## src/rtl/fifo_arb_pkg.sv

```systemverilog
// Shared types and the rotate-from-pointer first-one search used by the
// write arbiter and the round-robin picker.
package fifo_arb_pkg;

  localparam int unsigned MAX_REQ   = 16;
  localparam int unsigned IDX_MAX_W = 4;
  localparam int unsigned CNT_W     = 8;

  typedef enum logic {
    IDLE  = 1'b0,
    BURST = 1'b1
  } arb_state_e;

  // First set bit of elig[n-1:0], scanning upward from ptr with wrap at n.
  function automatic logic [IDX_MAX_W-1:0] rr_first(
    input logic [MAX_REQ-1:0]   elig,
    input logic [IDX_MAX_W-1:0] ptr,
    input int unsigned          n
  );
    logic [IDX_MAX_W-1:0] sel;
    logic                 found;
    int unsigned          idx;
    sel   = '0;
    found = 1'b0;
    for (int unsigned k = 0; k < MAX_REQ; k++) begin
      idx = 32'(ptr) + k;
      if (idx >= n) idx = idx - n;
      if (!found && (k < n) && elig[IDX_MAX_W'(idx)]) begin
        found = 1'b1;
        sel   = IDX_MAX_W'(idx);
      end
    end
    return sel;
  endfunction

endpackage

```

## src/rtl/rr_pick.sv

```systemverilog
// Combinational round-robin picker: first eligible index at or above rr_ptr,
// wrapping; shared between the write arbiter and the read-side scheduler.
module rr_pick
  import fifo_arb_pkg::*;
#(
  parameter int unsigned NUM_REQ = 4
) (
  input  logic [NUM_REQ-1:0]         eligible,
  input  logic [$clog2(NUM_REQ)-1:0] rr_ptr,
  output logic [$clog2(NUM_REQ)-1:0] grant,
  output logic                       any
);

  localparam int unsigned IDX_W = $clog2(NUM_REQ);

  logic [MAX_REQ-1:0]   elig_ext;
  logic [IDX_MAX_W-1:0] ptr_ext;

  assign elig_ext = MAX_REQ'(eligible);
  assign ptr_ext  = IDX_MAX_W'(rr_ptr);
  assign grant    = IDX_W'(rr_first(elig_ext, ptr_ext, NUM_REQ));
  assign any      = |eligible;

endmodule

```

## src/rtl/fifo_wr_arbiter.sv

```systemverilog
// Round-robin burst arbiter sharing the FIFO write port; registered write
// stage with full/almost-full throttling so the FIFO is never overrun.
module fifo_wr_arbiter
  import fifo_arb_pkg::*;
#(
  parameter int unsigned NUM_REQ   = 4,
  parameter int unsigned DATA_W    = 128,
  parameter int unsigned MAX_BURST = 4
) (
  input  logic                        clk,
  input  logic                        rstn,
  input  logic [NUM_REQ-1:0]          cfg_en,
  input  logic [NUM_REQ-1:0]          req_valid,
  input  logic [NUM_REQ*DATA_W-1:0]   req_data,
  output logic [NUM_REQ-1:0]          req_ready,
  input  logic                        fifo_full,
  input  logic                        fifo_alm_full,
  output logic                        fifo_wren,
  output logic [DATA_W-1:0]           fifo_wrdata,
  output logic [$clog2(NUM_REQ)-1:0]  grant_id,
  output logic                        busy
);

  localparam int unsigned IDX_W = $clog2(NUM_REQ);

  arb_state_e         state_q, state_d;
  logic [IDX_W-1:0]   rr_ptr_q, rr_ptr_d;
  logic [IDX_W-1:0]   holder_q, holder_d;
  logic [CNT_W-1:0]   burst_cnt_q, burst_cnt_d;
  logic               wren_q, wren_d;
  logic [DATA_W-1:0]  wrdata_q, wrdata_d;

  logic [NUM_REQ-1:0] eligible;
  logic               issue_ok;
  logic [IDX_W-1:0]   pick_idx;
  logic               pick_any;
  logic [IDX_W-1:0]   sel_idx;
  logic [NUM_REQ-1:0] ready_c;
  logic               xfer_c;
  logic [DATA_W-1:0]  beat_c;

  function automatic logic [IDX_W-1:0] next_idx(input logic [IDX_W-1:0] i);
    return (32'(i) == NUM_REQ - 1) ? '0 : IDX_W'(32'(i) + 1);
  endfunction

  // An in-flight write plus almost-full means the last slot is already spoken for.
  assign issue_ok = !fifo_full && !(fifo_alm_full && wren_q);
  assign eligible = req_valid & cfg_en;

  rr_pick #(.NUM_REQ(NUM_REQ)) u_pick (
    .eligible (eligible),
    .rr_ptr   (rr_ptr_q),
    .grant    (pick_idx),
    .any      (pick_any)
  );

  always_ff @(posedge clk or negedge rstn) begin
    if (!rstn) begin
      state_q     <= IDLE;
      rr_ptr_q    <= '0;
      holder_q    <= '0;
      burst_cnt_q <= '0;
      wren_q      <= 1'b0;
      wrdata_q    <= '0;
    end else begin
      state_q     <= state_d;
      rr_ptr_q    <= rr_ptr_d;
      holder_q    <= holder_d;
      burst_cnt_q <= burst_cnt_d;
      wren_q      <= wren_d;
      wrdata_q    <= wrdata_d;
    end
  end

  // Grant selection, handshake and write-stage data.
  always_comb begin
    ready_c = '0;
    beat_c  = '0;
    sel_idx = (state_q == IDLE) ? pick_idx : holder_q;
    if (state_q == IDLE) begin
      if (issue_ok && pick_any) ready_c[pick_idx] = 1'b1;
    end else if (issue_ok && eligible[holder_q]) begin
      ready_c[holder_q] = 1'b1;
    end
    xfer_c = |ready_c;
    for (int i = 0; i < int'(NUM_REQ); i++) begin
      if (sel_idx == IDX_W'(i)) beat_c = req_data[i*DATA_W +: DATA_W];
    end
    wren_d   = xfer_c;
    wrdata_d = xfer_c ? beat_c : wrdata_q;
  end

  // Burst sequencing; a stall leaves everything untouched.
  always_comb begin
    state_d     = state_q;
    rr_ptr_d    = rr_ptr_q;
    holder_d    = holder_q;
    burst_cnt_d = burst_cnt_q;
    case (state_q)
      IDLE: begin
        if (xfer_c) begin
          holder_d    = pick_idx;
          burst_cnt_d = CNT_W'(1);
          if (MAX_BURST == 1) rr_ptr_d = next_idx(pick_idx);
          else                state_d  = BURST;
        end
      end
      BURST: begin
        if (!eligible[holder_q]) begin
          state_d  = IDLE;
          rr_ptr_d = next_idx(holder_q);
        end else if (xfer_c) begin
          burst_cnt_d = burst_cnt_q + CNT_W'(1);
          if (burst_cnt_d == CNT_W'(MAX_BURST)) begin
            state_d  = IDLE;
            rr_ptr_d = next_idx(holder_q);
          end
        end
      end
      default: state_d = IDLE;
    endcase
  end

  assign req_ready   = ready_c;
  assign fifo_wren   = wren_q;
  assign fifo_wrdata = wrdata_q;
  assign grant_id    = holder_q;
  assign busy        = (state_q == BURST);

endmodule
```

## config.mk

```make
export PLATFORM = sky130hd
export DESIGN_NAME = fifo_wr_arbiter
export DESIGN_NICKNAME = d
export VERILOG_FILES = /design/src/rtl/fifo_arb_pkg.sv /design/src/rtl/rr_pick.sv /design/src/rtl/fifo_wr_arbiter.sv
export SDC_FILE = /design/constraint.sdc
export NUM_CORES = 1
export LEC_CHECK = 0
export CORE_AREA = 2 2 255 257
export CTS_BUF_LIST = sky130_fd_sc_hd__clkbuf_8 sky130_fd_sc_hd__clkbuf_16
export CTS_CLUSTER_SIZE = 16
export DETAILED_ROUTE_END_ITERATION = 12
export DIE_AREA = 0 0 257 259
export GPL_TIMING_DRIVEN = 0
export PLACE_DENSITY = 0.43
export SETUP_SLACK_MARGIN = 0.3
export SLEW_MARGIN = 20
export SYNTH_ARGS = -nofsm -noshare
export SYNTH_HDL_FRONTEND = slang
export SYNTH_HIERARCHICAL = 1
export SYNTH_SLANG_ARGS = --single-unit
```

## constraint.sdc

```tcl
create_clock -name clk -period 4.7 [get_ports clk]
set_clock_uncertainty 0.15 [all_clocks]
set_input_delay 0.705 -clock clk [delete_from_list [all_inputs] [get_ports clk]]
set_output_delay 0.705 -clock clk [all_outputs]
set_load 0.03 [all_outputs]
```

==> results of run 1 <==
-- Yosys cell counts (2+ instances only) --
library cell,count,share of area
mux2i_1,7,0.0075
mux4_2,129,0.31
or2_2,2,0.0013
nand2_1,7,0.0028
nand4_1,2,0.0013
a221o_1,5,0.0053
clkbuf_1,16,0.0064
nor2b_1,2,0.0013
nor2_1,11,0.0044
buf_6,12,0.014
mux2_2,32,0.038
a211o_1,2,0.0019
nor4_1,4,0.0027
nor3_1,3,0.0016
and2_1,4,0.0027
and4b_1,2,0.0021
o31ai_1,2,0.0016
nand3_1,2,0.0011
and3_1,4,0.0027
buf_2,17,0.0091
mux2_4,100,0.16
ha_1,9,0.012
o21ai_0,7,0.0037
nor3b_1,2,0.0016
a21oi_1,2,0.0011
inv_1,6,0.0024
dfrtp_1,142,0.38
a21o_1,2,0.0016
-- sequential cells by signal (all words and copies together), names as in the netlist --
name / flops
grant_id: 2
fifo_wrdata: 128
busy: 1
rr_ptr_q: 2
burst_cnt_q: 8
fifo_wren: 1
-- power groups by stage --
stage,combinational (W),clock (W),sequential [W]
after detailed placement,0.00846,0,0.00226
after global placement,0.00847,0,0.00228
final,0.00852,0.00153,0.00226
after floorplan,0.00418,0,0.00334
after global routing,0.00901,0.00164,0.00235
after CTS,0.00858,0.00160,0.00227
-- logic make-up after synthesis --
family                     share of synthesized area
AOI/OAI and AO/OA                             0.0258
adders and majority gates                     0.0120
buffers and inverters                         0.0327
DFF                                            0.379
muxes                                          0.516
and+or+nand+nor                               0.0348
-- final cells by class --
cell class	count	area, um2
diodes	5	12.5
plain buffers	45	370
clock buffers	19	453
clock inverters	13	189
fillers	6507	46000
inverters	7	26.3
multi-input cells	362	5530
flip-flops and latches	142	3550
well taps	855	1070
repair buffers	662	6650
-- routing by layer --
layer / part of all wire / vias to the layer above
li1: - / 3645
met1: 0.40 / 4169
met2: 0.52 / 303
met3: 0.064 / 47
met4: 0.016 / 16
met5: 0.0019 / -
-- worst min-delay path by stage --
stage / startpoint / to / slack [ns] / cells past startpoint
3_3_place_gp: fifo_wrdata[93] / fifo_wrdata[93] / 0.34 / 1
4_1_cts: rstn / fifo_wrdata[120] / 0.006 / 1
3_5_place_dp: fifo_wrdata[126] / fifo_wrdata[126] / 0.34 / 1
5_1_grt: rstn / fifo_wrdata[120] / 0.03 / 1
6_report: rstn / fifo_wrdata[120] / 0.003 / 1
2_1_floorplan: rstn / burst_cnt_q[0] / 0.26 / 0
-- stage by stage --
| stage | setup TNS, ns | cell area (um2) | hold WS [ns] | instances |
|---|---|---|---|---|
| detailed placement | -33.67 | 17100 | 0.341 | 2071 |
| finish | 0 | 17900 | 0.00253 | 2110 |
| global route | 0 | 17900 | 0.0289 | 2108 |
| floorplan | 0 | 9380 | 0.259 | 556 |
| global placement | -662.93 | 17000 | 0.339 | 2070 |
| CTS | 0 | 17800 | 0.00569 | 2103 |
-- worst max-delay path: stages (launching register included) --
cell	delay [ns]
dfrtp_1	0.38
clkbuf_4	0.20
inv_1	0.09
ha_2	0.39
mux2_2	0.34
nand4_1	0.10
or4bb_1	0.50
a22o_2	0.32
mux2i_4	0.24
buf_12	0.15
buf_6	0.18
buf_6	0.23
mux4_2	0.60
mux2_4	0.28
-- what timing repair did --
item | CTS | global route
cloned | 0 | 1
setup buffers | 0 | 1
endpoints found under the hold margin | 0 | 0
resized for setup | 30 | 22
setup endpoints to repair | 124 | 123
==> run_results.csv, run 1 <==
group,metric,value,unit
worst_setup_path,crit_fanout,10,
timing,fmax,0.234,GHz
drt,vias_per_cell,3.88,
run_status,status,"finished clean",
yosys,synth_async_sr_flop_share,1.00,
die,initial_utilization,0.147,
pwr,p_int,0.00723,W
timing,post-route-min-period,4.26,ns
cts,cts_tree,"yes",
yosys,synth_edf_count,0,
timing,setup_ws,0.435,ns
cells_and_area,final_util,0.280,
yosys,synth-main-ff-cell,"dfrtp_1",
worst_setup_path,timing.rr.start,"rr_ptr_q[1]",
yosys,synth_area,9380,um2
cts,htreeDepth,4,
drt,wl_per_cell,23.2,um
worst_setup_path,worst_r2r_path_depth,13,
pwr,comb_power_share,0.692,
yosys,synth_cells,556,
timing,rsz0062_at_grt,"yes",
global_routing,grt_first_pass_wirelength,67900,um
cells_and_area,layout-drive-gt1-share,0.276,
drt,first_pass_iters,4,
die,die_h,259,um
job,drv_cap,0,
worst_setup_path,cp-start-kind,"register",
drt,antenna_left,0,
timing,slew-limit-headroom,0.340,
die,core.rowCount,93,
global_routing,grt_max_degree,80,
placed_design,port_buffers,659,
worst_setup_path,r2r-end,"fifo_wrdata[44]",
cells_and_area,final_common_cell,"clkdlybuf4s50_1",
die,ioPinCount,660,
yosys,syn_nets,1089,
global_routing,met1_usage,0.173,
pwr,pwr-share-seq,0.184,
cts,cts_hold_buf,0,
placed_design,place_ws,-0.493,ns
timing,hold_viol_final,0,
global_routing,antenna_found_initial,14,
worst_setup_path,crit_end,"fifo_wrdata[44]",
cts,insertion_delay,0.47,ns
cts,cts_sinks,142,
drt,drtIter0Drc,327,
min_path,hp-class,"primary input to async pin",
timing,fin_crit_sh,0.907,
global_routing,track_usage,0.145,
drt,via_count,8180,
die,die_w,257,um
cells_and_area,finalNetCount,1770,
pwr,p_total,0.0123,W
worst_setup_path,r2r_slack,0.44,ns
placed_design,gp_congestion,0.894,
pwr,clockPowerShare,0.124,
worst_setup_path,arrival,4.48,ns
drt,wl,48900,um
cts,cts_root_buf,"clkbuf_16",
pwr,power.density,689,nW/um2
cts,clk_path_buf_depth,2,
cells_and_area,mostFrequentLayoutCells,"clkdlybuf4s50_1, dfrtp_1, mux4_2",
timing,tightestPinTransition,0.988,ns
global_routing,first_global_vias,9156,
cts,path_clk_slew,0.07,ns
worst_setup_path,worstPathRequired,4.92,ns
yosys,ys_seq_elements,142,
yosys,yosys_warnings,6,
die,core,63900,um2
pwr,swShare,0.413,
die,die_area,66600,um2
global_routing,top_usage_layer,"met2",
timing,slew_viol_final,0,
cts,numCtsBuffers,17,
worst_setup_path,cp-startpoint,"rr_ptr_q[1]",
global_routing,grt_use_met2,0.247,
yosys,yosysUniqueCellTypes,49,
worst_setup_path,path_class,"register to register",
pwr,peakVddDrop,0.258,mV
timing,setup_viol,0,
yosys,synth_area_per_cell,16.9,um2
global_routing,grt-ovfl-total,0,
drt,drc,0,
global_routing,met3_usage,0.0463,
pwr,p_switching,0.00508,W
cells_and_area,area_delta_synth_final,90.4,%
placed_design,dpl.hpwl,40600,um
worst_setup_path,endpoint_kind,"register",
yosys,seq_area_frac_synth,0.379,
pwr,p_leak,6.94,nW
Note: power is estimated with default switching activity, not from simulation.
==> run 2: changes to the inputs <==
--- a/config.mk
+++ b/config.mk
@@ -5,6 +5,7 @@
 export SDC_FILE = /design/constraint.sdc
 export NUM_CORES = 1
 export LEC_CHECK = 0
+export ABC_CLOCK_PERIOD_IN_PS = 4700
 export CORE_AREA = 2 2 255 257
 export CTS_BUF_LIST = sky130_fd_sc_hd__clkbuf_8 sky130_fd_sc_hd__clkbuf_16
 export CTS_CLUSTER_SIZE = 16
==> results of run 2 <==
No change in the layout: final DEF, timing and power equal those of run 1.
